**src/rtl/fifo_write_ctrl.sv**
```systemverilog
// Write-side pointer/flag controller for the dual-clock FIFO: binary + Gray write
// pointers, read-pointer synchroniser, and full / almost-full / level / overflow status.
module fifo_write_ctrl #(
  parameter int unsigned ADDR_WIDTH        = 3,
  parameter int unsigned ALMOST_FULL_LEVEL = 6,
  parameter int unsigned SYNC_STAGES       = 2
) (
  input  logic                  write_clk,
  input  logic                  write_rst_n,
  input  logic                  write_req,
  input  logic [ADDR_WIDTH:0]   read_ptr_gray,
  input  logic                  overflow_clr,
  output logic                  write_enable,
  output logic [ADDR_WIDTH:0]   write_addr,
  output logic [ADDR_WIDTH:0]   write_ptr_gray,
  output logic                  write_full,
  output logic                  write_almost_full,
  output logic [ADDR_WIDTH:0]   write_level,
  output logic                  write_overflow
);

  localparam int unsigned PW = ADDR_WIDTH + 1;
  localparam logic [PW-1:0] AF_LVL   = PW'(ALMOST_FULL_LEVEL);
  localparam logic [PW-1:0] FULL_INV = {2'b11, {(PW-2){1'b0}}};

  logic [PW-1:0] wbin_q, wbin_d;
  logic [PW-1:0] wgray_q, wgray_d;
  logic          ovf_q, ovf_d;
  logic [SYNC_STAGES-1:0][PW-1:0] rq_q;
  logic [PW-1:0] rsync;
  logic [PW-1:0] rbin_sync;

  assign rsync = rq_q[SYNC_STAGES-1];

  // Gray-to-binary: each binary bit is the XOR of all Gray bits at or above it.
  for (genvar i = 0; i < PW; i++) begin : g_g2b
    assign rbin_sync[i] = ^(rsync >> i);
  end

  // Status is derived only from flops so full and level can never disagree.
  assign write_full        = (wgray_q == (rsync ^ FULL_INV));
  assign write_level       = wbin_q - rbin_sync;
  assign write_almost_full = (write_level >= AF_LVL);
  assign write_enable      = write_req & ~write_full;
  assign write_addr        = wbin_q;
  assign write_ptr_gray    = wgray_q;
  assign write_overflow    = ovf_q;

  always_comb begin
    wbin_d  = wbin_q;
    wgray_d = wgray_q;
    ovf_d   = ovf_q;
    if (write_enable) begin
      wbin_d  = wbin_q + PW'(1);
      wgray_d = wbin_d ^ (wbin_d >> 1);
    end
    // A rejected push beats a simultaneous clear.
    if (write_req && write_full) begin
      ovf_d = 1'b1;
    end else if (overflow_clr) begin
      ovf_d = 1'b0;
    end
  end

  always_ff @(posedge write_clk or negedge write_rst_n) begin
    if (!write_rst_n) begin
      wbin_q  <= '0;
      wgray_q <= '0;
      ovf_q   <= 1'b0;
      rq_q    <= '0;
    end else begin
      wbin_q  <= wbin_d;
      wgray_q <= wgray_d;
      ovf_q   <= ovf_d;
      rq_q    <= {rq_q[SYNC_STAGES-2:0], read_ptr_gray};
    end
  end

endmodule

```
**config.mk**
```make
export PLATFORM = sky130hd
export DESIGN_NAME = fifo_write_ctrl
export DESIGN_NICKNAME = d
export VERILOG_FILES = /design/src/rtl/fifo_write_ctrl.sv
export SDC_FILE = /design/constraint.sdc
export NUM_CORES = 1
export LEC_CHECK = 0
export BUFFER_PORTS_ARGS = -buffer_cell sky130_fd_sc_hd__clkbuf_2
export CELL_PAD_IN_SITES_DETAIL_PLACEMENT = 1
export CELL_PAD_IN_SITES_GLOBAL_PLACEMENT = 1
export CORE_ASPECT_RATIO = 0.8
export CORE_UTILIZATION = 34
export CTS_CLUSTER_DIAMETER = 30
export DETAILED_ROUTE_END_ITERATION = 6
export PLACE_DENSITY = 0.79
export SLEW_MARGIN = 20
export SYNTH_ARGS = -nofsm -noshare
export SYNTH_HDL_FRONTEND = slang
export SYNTH_SLANG_ARGS = --single-unit
```
**constraint.sdc**
```tcl
create_clock -name write_clk -period 2.3 [get_ports write_clk]
set_clock_uncertainty 0.2 [all_clocks]
set_input_delay 0.115 -clock write_clk [delete_from_list [all_inputs] [get_ports write_clk]]
set_output_delay 0.115 -clock write_clk [all_outputs]
set_load 0.05 [all_outputs]
```
* Word-level counts from Yosys, hierarchy flattened
Cells that the tools add are included.
W data, S select, Z words.
** Cells by class
- Bitwise operators :: 4
- Div/mod/pow operators :: 0
- Muxes and demuxes :: 2
- Order comparisons :: 1
- Add/sub/neg operators :: 2
- $mul :: 0
- Equal/unequal tests :: 1
- Reduce and logical (&&, ||, !) cells :: 6
- Shifts and indexed selects :: 0
** Operators with widths (count)
- $reduce_xor A4 Y1 :: 4
- $add A4 B1 Y4 const B :: 1
- $eq A4 B4 Y1 :: 1
- $ge A4 B3 Y1 const B :: 1
- $sub A4 B4 Y4 :: 1
- $xor A4 B3 Y4 :: 1
- $mux W1 :: 2
- $not A2 Y2 :: 1
- $reduce_bool A2 Y1 :: 1
- $and A1 B1 Y1 :: 1
- $logic_and A1 B1 Y1 :: 1
- $not A1 Y1 :: 1
** Word-level totals
- RAM bits :: 0
- Bits in latches :: 0
- ROM bits :: 0
- Input bits :: 8
- Output and inout port bits :: 16
- Flip-flop bits (word level) :: 17
- Memories :: 0
- Word-level logic and storage cells :: 21

* Longest topological paths before layout
Gate-level depths: netlist (run 1).
- Depth in word-level cells :: 4
- Gate-level depth with buffers :: 9

* Least setup slack after synthesis (run 1)
No wires, ideal clock.
- Path type :: register to output
- From :: register rq_q (netlist bit rsync[3])
- To :: output port write_almost_full
- Data arrival time :: 3.103 ns
- Slack :: -1.118 ns
- Stages on the path, launching flop included :: 10
- Required time :: 1.985 ns
- Path through :: dfrtp_1 -> xnor2_1 -> xor2_1 -> xnor2_1 -> ha_1 -> inv_1 -> fa_1 -> xor2_1 -> nand2_1 -> o21ai_0
** Between the ends
- Longest elaborated chain between the ends :: 3
- Elaborated cells on any way between the ends :: 6
- Those cells by class :: 1 x add/sub; 1 x order compare; 4 x reduce/logical
** RTL lines
- start: declaration :: line 29 : logic [SYNC_STAGES-1:0][PW-1:0] rq_q;
- start signal: assignment :: line 75 : rq_q <= {rq_q[SYNC_STAGES-2:0], read_ptr_gray};
- $reduce_xor A4 Y1 :: line 37 : assign rbin_sync[i] = ^(rsync >> i);
- $sub A4 B4 Y4 (*) :: line 42 : assign write_level = wbin_q - rbin_sync;
- via write_level[2] :: line 18 : output logic [ADDR_WIDTH:0] write_level,
- $ge A4 B3 Y1 (*) :: line 43 : assign write_almost_full = (write_level >= AF_LVL);
- end: declaration :: line 17 : output logic write_almost_full,
The timed path passes the listed nets; every way through them passes the cells marked *.

* Worst setup path after layout (run 1)
- From :: register rq_q (netlist bit rsync[2])
- To :: output port write_almost_full
** Between the ends
- Longest elaborated chain between the ends :: 3
- Elaborated cells on any way between the ends :: 5
- Those cells by class :: 1 x add/sub; 1 x order compare; 3 x reduce/logical
** RTL lines (line)
- $reduce_xor A4 Y1 :: 37
- $sub A4 B4 Y4 (*) :: 42
- $ge A4 B3 Y1 (*) :: 43
Every way passes the cells marked *; elsewhere a longest branch is shown, timed or not.

==> results of run 1 <==
-- per-stage QoR --
step | cell area [um2] | TNS [ns] | setup slack, ns | hold slack (ns) | utilization, %
2_1_floorplan | 866 | -0.303 | -0.294 | -0.381 | -
5_1_grt | 1260 | -1.97 | -0.569 | 0.0654 | 58.1
3_3_place_gp | 1050 | -0.307 | -0.158 | -0.151 | 48.4
6_report | 1260 | -1.52 | -0.439 | 0.0395 | 58.1
3_5_place_dp | 1050 | -0.681 | -0.256 | -0.143 | 48.4
4_1_cts | 1230 | -1.57 | -0.455 | 0.0491 | 56.4
-- what timing repair did --
action,CTS,global route
pin swaps,7,2
setup buffers,2,4
gates resized for setup,14,6
endpoints found under the hold margin,21,0
hold buffers,7,0
endpoints found under the setup margin,5,6
-- worst min-delay path, stage by stage --
cell and delay [ns]:
clkbuf_2 0.10, o41ai_2 0.05, buf_4 0.14, o21ai_0 0.09
-- flip-flops by register name (all words and copies together), names as in the netlist --
name / cells
write_overflow: 1
rsync: 4
write_addr: 4
write_ptr_gray: 3
rq_q: 4
-- how the worst min path moves through the flow --
stage	end	slack, ns	cells past startpoint
final	write_ptr_gray[2]$_DFFE_PN0P_	0.04	4
after global placement	write_overflow$_DFFE_PN0P_	-0.15	1
after CTS	write_addr[0]$_DFFE_PN0P_	0.05	4
after global routing	write_ptr_gray[2]$_DFFE_PN0P_	0.07	4
after floorplan	rq_q[0]$_DFF_PN0_	-0.38	0
after detailed placement	write_overflow$_DFFE_PN0P_	-0.14	1
-- layout make-up --
cell class / count / area share (%)
inverters: 7 / 2.08
repair buffers: 44 / 26.3
clock buffers: 4 / 2.87
flip-flops and latches: 16 / 31.7
multi-input cells: 44 / 34.6
well taps: 25 / 2.47
-- logic make-up after synthesis --
group / Yosys count / share of synthesized area (%)
flip-flops: 16 / 50.8
adder cells (fa/ha/maj): 5 / 8.89
AND/OR/NAND/NOR: 14 / 8.57
XOR/XNOR: 16 / 17.8
AO/OA/AOI/OAI: 8 / 6.83
buffers and inverters: 9 / 5.72
multiplexers: 1 / 1.43
-- cells in the final DEF, fill, tap and decap left out, drive strengths merged, types with 4 or more instances in the layout --
cell type    instances
clkbuf              23
buf                 18
dfrtp               16
xnor2                8
xor2                 8
dlygate4sd3          7
inv                  7
nand2                7
o21ai                6
ha                   4
-- layer usage --
layer	share of wire [%]	track usage (%)
met3	2.7	2.29
met2	58	38.6
met4	2.8	8.78
met5	0	0
met1	36	18.5
==> results.txt, run 1 <==
----------------------------------------------------
[Floorplan]
  Area of the die ... 2520 um2
  DIE HEIGHT ... 45.1 um
  Horiz. Die Dim ... 55.8 um
  Floorplan core area ... 2180 um2
  Number of ports placed on the die boundary ... 24
  Std-Cell Rows ... 15
  Starting density of the core ... 36.2%

[STA]
  Minimum clock period ... 2.74 ns
  Pin slew with the least headroom to its limit ... 0.401 ns
  Remaining max-slew budget at the tightest pin ... 73.3%
  Final worst slack ... -0.439 ns
  RSZ-0062 raised after global routing ... yes
  Final setup violating endpoints ... 4
  Final critical-path share of the clock period ... 119%
  Maximum clock frequency ... 0.365 GHz
  Count of endpoints failing hold in the final timing report ... 0
  Max-slew violations ... 0

[Critical path]
  Chain of cells forming the critical path ... xnor2_2 -> xor2_2 -> xnor2_1 -> ha_2 -> inv_2 -> fa_2 -> nand2_2 -> o21ai_4 -> buf_8
  Critical Path Slowest Stage Cell ... fa_2
  Worst reg2reg path endpoint ... write_overflow$_DFFE_PN0P_
  Startpoint type of the worst setup path ... register
  Start-to-end type of the worst setup path ... register to primary output
  Crit. End Element ... primary output
  Endpoint of the most critical setup path ... write_almost_full
  Longest individual stage delay on the worst path ... 0.57 ns
  Delay-heaviest family, CP ... adder cells
  Reg2Reg Launch Point ... rsync[3]$_DFF_PN0_
  Crit path depth ... 9
  Worst endpoint required time ... 1.99 ns
  Worst Setup SP ... rsync[2]$_DFF_PN0_
  Number of cells traversed by the worst register-to-register path ... 6
  CP bufs+invs ... 2
  Arrival time of data at the critical path endpoint ... 2.42 ns
  Worst R2R Setup Slack ... 0.13 ns
  Worst-path maximum fanout ... 2

[Routing]
  # DRC ... 0
  Wire length per cell after detailed routing ... 15.3 um
  Iteration count of the initial detailed-routing pass ... 2
  Vias ... 666
  Antenna-violating nets left ... 0
  Aggregate routed wire length ... 2.15 mm
  Avg Vias per Cell ... 4.76
  Detailed router's first-iteration violation count ... 6

[Logic synthesis]
  Most frequently used flop master after synthesis ... dfrtp_1
  Post-synthesis sequential element count ... 16
  Most frequent cell after synthesis ... dfrtp_1
  Ys Warns ... 0
  Async set or reset register ratio after synthesis ... 100%
  Leading area contributor after synthesis ... dfrtp_1
  Cell variety after synth ... 19
  Cell types with the largest area share after synthesis ... dfrtp_1 (51%), xnor2_1 (8.9%), xor2_1 (8.9%)
  Combined area of all synthesized cells ... 788 um2
  Post-synth EDFFs ... 0
  Net Count, Synth ... 82
  Area share of the largest cell type after synthesis ... 50.8%
  Gate Count Post-Synth ... 69
  Avg Inst Size Synth ... 11.4 um2
  Post-synthesis sequential area ratio ... 50.8%
  Top cells by instance count after synthesis ... dfrtp_1 (16), xnor2_1 (8), xor2_1 (8)

[CTS]
  Number of buffers created by CTS ... 3
  Root buffer cell ... clkbuf_4
  Clock transition at the registers of the reported paths ... 0.10 ns
  Later-pin clock latency in the skew report ... 0.29 ns
  Maximum clock insertion buffer count ... 2
  Clock sink count ... 16
  H-tree levels ... 1
  Clock tree from TritonCTS ... built

[Final layout]
  Non-filler cells in the finished layout ... 140
  Fraction of layout instances using a drive strength above 1 ... 51.3%
  Number of nets in the final layout ... 129
  Area added between synthesis and finish ... 60.5%
  Antenna diode count ... 0
  Multi-input combinational cell area ... 438 um2
  Layout fillers ... 235
  Area used by sequential logic in the layout ... 400 um2

[Status]
  Run status ... complete, but fails checks
  Violations in the final reports ... negative setup slack

[Run]
  Total of max-cap violations ... 0

[Place]
  Number of buffer cells added on primary ports ... 23
  Detailed Place HPWL ... 1.41 mm
  Global placer's final weighted congestion ... 0.769
  Cell count after placement ... 123

[GRT]
  Total GRT Usage ... 18.3%
  Via count of the first global-routing pass ... 711
  Maximum number of pins on one net before global-route repair ... 17
  Wire length of the first global-routing pass ... 3.32 mm
  Overflow left after global routing ... 0
  Initial antenna violation count ... 0

[Hold path]
  Kind of path behind the tightest hold check ... input pin to register
  Startpoint of the worst hold path ... write_req

----------------------------------------------------
Power of run 1 is left out: the tool's default activity adds up to more than one toggle a clock period on the data nets, which glitch-free logic cannot reach.
==> run 2, diff against run 1 <==
CORE_UTILIZATION = 37   (was 34)
PLACE_DENSITY = 0.81   (was 0.79)
clock period = 2.8 ns   (was 2.3 ns; I/O delays follow)
==> run 2 against run 1 <==
Compared with the run above:
- the flow now finishes without violations
- final area shrank 12%
- setup slack improved by 0.47 ns
- count of clock-buffer cells in the layout did not move
- die area shrank 7.8%
- via count is 9.6% lower
- sequential share of layout area is 4.2 points higher
- non-clock buffer count is 9 lower
- hold slack improved by 0.051 ns
- critical path depth unchanged
- sequential cell count did not move
- final cell count down 7.1%
- highest routed layer unchanged
==> results.txt, run 2 (synthesis results as in run 1) <==
----------------------------------------------------
[Critical path]
  Start-to-end type of the worst setup path ... register to primary output
  Arrival time of data at the critical path endpoint ... 2.43 ns
  Longest individual stage delay on the worst path ... 0.54 ns
  Endpoint of the most critical setup path ... write_almost_full
  CP bufs+invs ... 2
  Worst reg2reg path endpoint ... write_overflow$_DFFE_PN0P_
  Crit path depth ... 9
  Crit. End Element ... primary output
  Worst-path maximum fanout ... 3
  Worst R2R Setup Slack ... 0.68 ns
  Worst endpoint required time ... 2.46 ns
  Delay-heaviest family, CP ... adder cells
  Number of cells traversed by the worst register-to-register path ... 5
  Critical Path Slowest Stage Cell ... fa_2
  Worst Setup SP ... rsync[3]$_DFF_PN0_
  Reg2Reg Launch Point ... write_addr[3]$_DFFE_PN0P_
  Chain of cells forming the critical path ... xnor2_2 -> xor2_2 -> xnor2_1 -> ha_2 -> inv_1 -> fa_2 -> nand2_1 -> o21ai_2 -> buf_8
  Startpoint type of the worst setup path ... register

[STA]
  Max-slew violations ... 0
  Final setup violating endpoints ... 0
  Setup TNS after final layout ... 0 ns
  Final worst slack ... 0.0286 ns
  Minimum clock period ... 2.77 ns
  Worst hold-check slack ... 0.0904 ns
  Pin slew with the least headroom to its limit ... 0.565 ns
  Remaining max-slew budget at the tightest pin ... 62.1%
  Maximum clock frequency ... 0.361 GHz
  RSZ-0062 raised after global routing ... yes
  Count of endpoints failing hold in the final timing report ... 0
  Final critical-path share of the clock period ... 99.0%

[Routing]
  Aggregate routed wire length ... 2.00 mm
  Detailed router's first-iteration violation count ... 3
  # DRC ... 0
  Wire length per cell after detailed routing ... 15.4 um
  Iteration count of the initial detailed-routing pass ... 4
  Vias ... 602
  Antenna-violating nets left ... 0
  Avg Vias per Cell ... 4.63

[Final layout]
  Most frequent cells in the layout ... clkbuf_2 (19), dfrtp_1 (16)
  Commonest non-fill, non-tap cell in the layout ... clkbuf_2
  Area added between synthesis and finish ... 41.6%
  Post-Layout Inst Area ... 1120 um2
  Number of nets in the final layout ... 120
  Layout fillers ... 221
  Antenna diode count ... 0
  Fraction of layout instances using a drive strength above 1 ... 41.5%

[Floorplan]
  Starting density of the core ... 40.5%
  Number of ports placed on the die boundary ... 24
  DIE HEIGHT ... 43.3 um
  Area of the die ... 2320 um2
  Horiz. Die Dim ... 53.6 um
  Std-Cell Rows ... 14
  Floorplan core area ... 1940 um2

[Place]
  Global placer's final weighted congestion ... 0.677
  Detailed Place HPWL ... 1.31 mm
  Placement-stage worst setup slack ... 0.0304 ns
  Post-Place Cell Area ... 940 um2
  Number of buffer cells added on primary ports ... 23

[Run]
  Total of max-cap violations ... 0

[CTS]
  H-tree levels ... 1
  Clock sink count ... 16
  Clock tree from TritonCTS ... built
  Later-pin clock latency in the skew report ... 0.29 ns
  Clock transition at the registers of the reported paths ... 0.10 ns
  Maximum clock insertion buffer count ... 2
  Number of buffers created by CTS ... 3
  Root buffer cell ... clkbuf_4

[GRT]
  Total GRT Usage ... 20.4%
  Initial antenna violation count ... 0
  Overflow left after global routing ... 0
  Maximum number of pins on one net before global-route repair ... 17
  Via count of the first global-routing pass ... 628
  Wire length of the first global-routing pass ... 3.02 mm

[Hold path]
  Kind of path behind the tightest hold check ... input pin to register

[Status]
  Run status ... completed

----------------------------------------------------
run 2: area by class of cell:
class | instances | area (um2) | share of cell area [%]
clock buffers | 4 | 36.3 | 3.25
well taps | 24 | 30.0 | 2.69
multi-input cells | 44 | 385 | 34.5
repair buffers | 35 | 238 | 21.3
flip-flops and latches | 16 | 400 | 35.9
inverters | 7 | 26.3 | 2.35
run 2: what timing repair did:
item                                    in CTS  in global routing
hold endpoints to repair                    21                  0
resized for setup                            7                  7
buffers inserted                             3                  1
pin swaps                                    2                  2
endpoints found under the setup margin       4                  4
hold buffers                                 7                  0
run 2: metrics by stage:
step	cells	utilization, %
6_report	130	57.4
5_1_grt	130	57.4
4_1_cts	129	56.7
3_5_place_dp	115	48.3
3_3_place_gp	115	48.3
2_1_floorplan	69	-
run 2: how the worst min path moves through the flow:
stage / from / endpoint / slack, ns / cells past startpoint
5_1_grt: write_req / write_addr[0]$_DFFE_PN0P_ / 0.1 / 4
6_report: write_req / write_addr[0]$_DFFE_PN0P_ / 0.09 / 4
3_3_place_gp: write_rst_n / write_addr[0]$_DFFE_PN0P_ / -0.12 / 1
4_1_cts: write_req / write_addr[0]$_DFFE_PN0P_ / 0.07 / 4
3_5_place_dp: write_rst_n / write_addr[0]$_DFFE_PN0P_ / -0.12 / 1
2_1_floorplan: write_rst_n / rq_q[0]$_DFF_PN0_ / -0.36 / 0
run 2: per-layer routing:
layer  wire [um]  global-route usage (%)  share of wire, %  up-vias
li1            -                       -                 -      291
met1         791                    21.0                40      294
met2        1150                    36.3                57       15
met3          39                    3.58               1.9        2
met4          24                    14.2               1.2        0
met5           0                       0                 0        -
run 2: worst register-to-register path, stage by stage (launching register included):
cell and delay (ns):
dfrtp_1 0.47, xnor2_1 0.50, nor4_2 0.13, nand2_1 0.10, o21ai_0 0.07, dlygate4sd3_1 0.55
Power of run 2 is left out for the same reason.
==> run 3, diff against run 2 <==
clock period = 2.9 ns   (was 2.8 ns; I/O delays follow)
==> run 3 against run 2 <==
Compared with the run above:
- register-to-register slack better by 0.12 ns
- global-route usage decreased by 0.92 points
- setup slack better by 0.074 ns
- final area decreased by 0.78%
- critical path depth unchanged
- hold slack better by 0.0043 ns
- sequential share of layout area grew 0.28 points
- via count shrank 1.8%
- count of clock-buffer cells in the layout unchanged
- wire length fell by 5.9%
- critical path type unchanged
==> results.txt, run 3 (synthesis results as in run 1) <==
----------------------------------------------------
[Critical path]
  Worst Setup SP ... rsync[2]$_DFF_PN0_
  Reg2Reg Launch Point ... write_addr[3]$_DFFE_PN0P_
  Worst R2R Setup Slack ... 0.80 ns
  Start-to-end type of the worst setup path ... register to primary output
  Number of cells traversed by the worst register-to-register path ... 5
  Worst-path maximum fanout ... 3
  Crit. End Element ... primary output
  Worst endpoint required time ... 2.56 ns
  Worst reg2reg path endpoint ... write_overflow$_DFFE_PN0P_
  Arrival time of data at the critical path endpoint ... 2.45 ns
  Startpoint type of the worst setup path ... register

[Routing]
  Vias ... 591
  Antenna-violating nets left ... 0
  Detailed router's first-iteration violation count ... 1
  Avg Vias per Cell ... 4.55
  Iteration count of the initial detailed-routing pass ... 2
  Wire length per cell after detailed routing ... 14.5 um
  Aggregate routed wire length ... 1.88 mm
  # DRC ... 0

[STA]
  Final critical-path share of the clock period ... 96.5%
  Pin slew with the least headroom to its limit ... 0.528 ns
  Remaining max-slew budget at the tightest pin ... 64.6%
  Minimum clock period ... 2.80 ns
  Count of endpoints failing hold in the final timing report ... 0
  Final setup violating endpoints ... 0
  RSZ-0062 raised after global routing ... yes
  Max-slew violations ... 0
  Maximum clock frequency ... 0.357 GHz

[GRT]
  Initial antenna violation count ... 0
  Overflow left after global routing ... 0
  Via count of the first global-routing pass ... 612
  Wire length of the first global-routing pass ... 2.87 mm
  Total GRT Usage ... 19.5%
  Maximum number of pins on one net before global-route repair ... 17

[CTS]
  Number of buffers created by CTS ... 3
  Later-pin clock latency in the skew report ... 0.29 ns
  Clock sink count ... 16
  Clock transition at the registers of the reported paths ... 0.10 ns
  Clock tree from TritonCTS ... built
  Maximum clock insertion buffer count ... 2
  H-tree levels ... 1
  Root buffer cell ... clkbuf_4

[Hold path]
  Startpoint of the worst hold path ... write_req
  Worst Hold Depth ... 4
  Kind of path behind the tightest hold check ... input pin to register
  Worst Hold End ... write_addr[0]$_DFFE_PN0P_

[Final layout]
  Number of nets in the final layout ... 120
  Area added between synthesis and finish ... 40.5%
  Final core area utilization ... 56.9%
  Fraction of layout instances using a drive strength above 1 ... 42.5%
  Antenna diode count ... 0
  Commonest non-fill, non-tap cell in the layout ... clkbuf_2
  Most frequent cells in the layout ... clkbuf_2 (21), dfrtp_1 (16), xnor2_1 (7), nand2_1 (7), dlygate4sd3_1 (7)

[Floorplan]
  Starting density of the core ... 40.5%
  Std-Cell Rows ... 14
  Horiz. Die Dim ... 53.6 um
  DIE HEIGHT ... 43.3 um
  Area of the die ... 2320 um2
  Number of ports placed on the die boundary ... 24
  Floorplan core area ... 1940 um2

[Place]
  Detailed Place HPWL ... 1.31 mm
  Number of buffer cells added on primary ports ... 23
  Global placer's final weighted congestion ... 0.677

[Status]
  Run status ... completed

[Run]
  Total of max-cap violations ... 0

----------------------------------------------------
==> run 3: cell counts in the layout (fill, tap and decap cells not counted) <==
No cell type changed its count.
==> run 3: worst max-delay path, cell delays in order, from the launching register on <==
cell and delay, ns:
dfrtp_1 0.43, xnor2_2 0.24, xor2_2 0.21, buf_4 0.14
ha_1 0.21, nor2b_1 0.12, o21ai_0 0.21, a21boi_0 0.21
nor2_1 0.13, buf_2 0.26
==> run 3: area by class of cell <==
| cell class | instances | area (um2) |
|---|---|---|
| Inverter | 7 | 26.3 |
| Fill cell | 227 | 837 |
| Tap cell | 24 | 30.0 |
| Multi-Input combinational cell | 44 | 385 |
| Timing Repair Buffer | 35 | 229 |
| Sequential cell | 16 | 400 |
| Clock buffer | 4 | 36.3 |
==> run 3: worst max path at each step <==
stage / end / slack [ns] / cells after the start
after CTS: write_almost_full / 0.02 / 10
after floorplan: write_almost_full / -0.03 / 9
after global placement: write_almost_full / 0.26 / 10
final: write_level[3] / 0.10 / 9
after global routing: write_level[3] / -0.07 / 9
after detailed placement: write_almost_full / 0.13 / 10
==> run 3: per-stage QoR <==
step	instances	cell area, um2	hold slack (ns)	setup WS (ns)	TNS, ns
after floorplan	69	806	-0.351	-0.0278	-0.0278
after global placement	115	940	-0.117	0.260	0
after detailed placement	115	940	-0.115	0.125	0
after CTS	128	1080	0.0731	0.0233	0
after global routing	130	1110	0.104	-0.0739	-0.111
final	130	1110	0.0947	0.103	0
==> run 3: repair_timing <==
| action | 4_1_cts | 5_1_grt |
|---|---|---|
| pin swaps | 1 | 3 |
| gates cloned | 0 | 0 |
| hold endpoints to repair | 21 | 0 |
| resized for setup | 3 | 7 |
| setup endpoints to repair | 4 | 3 |
| setup buffers | 2 | 2 |
| hold buffers | 7 | 0 |
==> run 3: routing by layer <==
metal / track usage, % / part of all wire (%) / up-vias
met3: 3.58 / 1.9 / 2
met5: 0 / 0 / -
li1: - / - / 289
met2: 34.3 / 58 / 13
met4: 14.2 / 1.3 / 0
met1: 20.0 / 39 / 287
Power of run 3 is left out for the same reason.
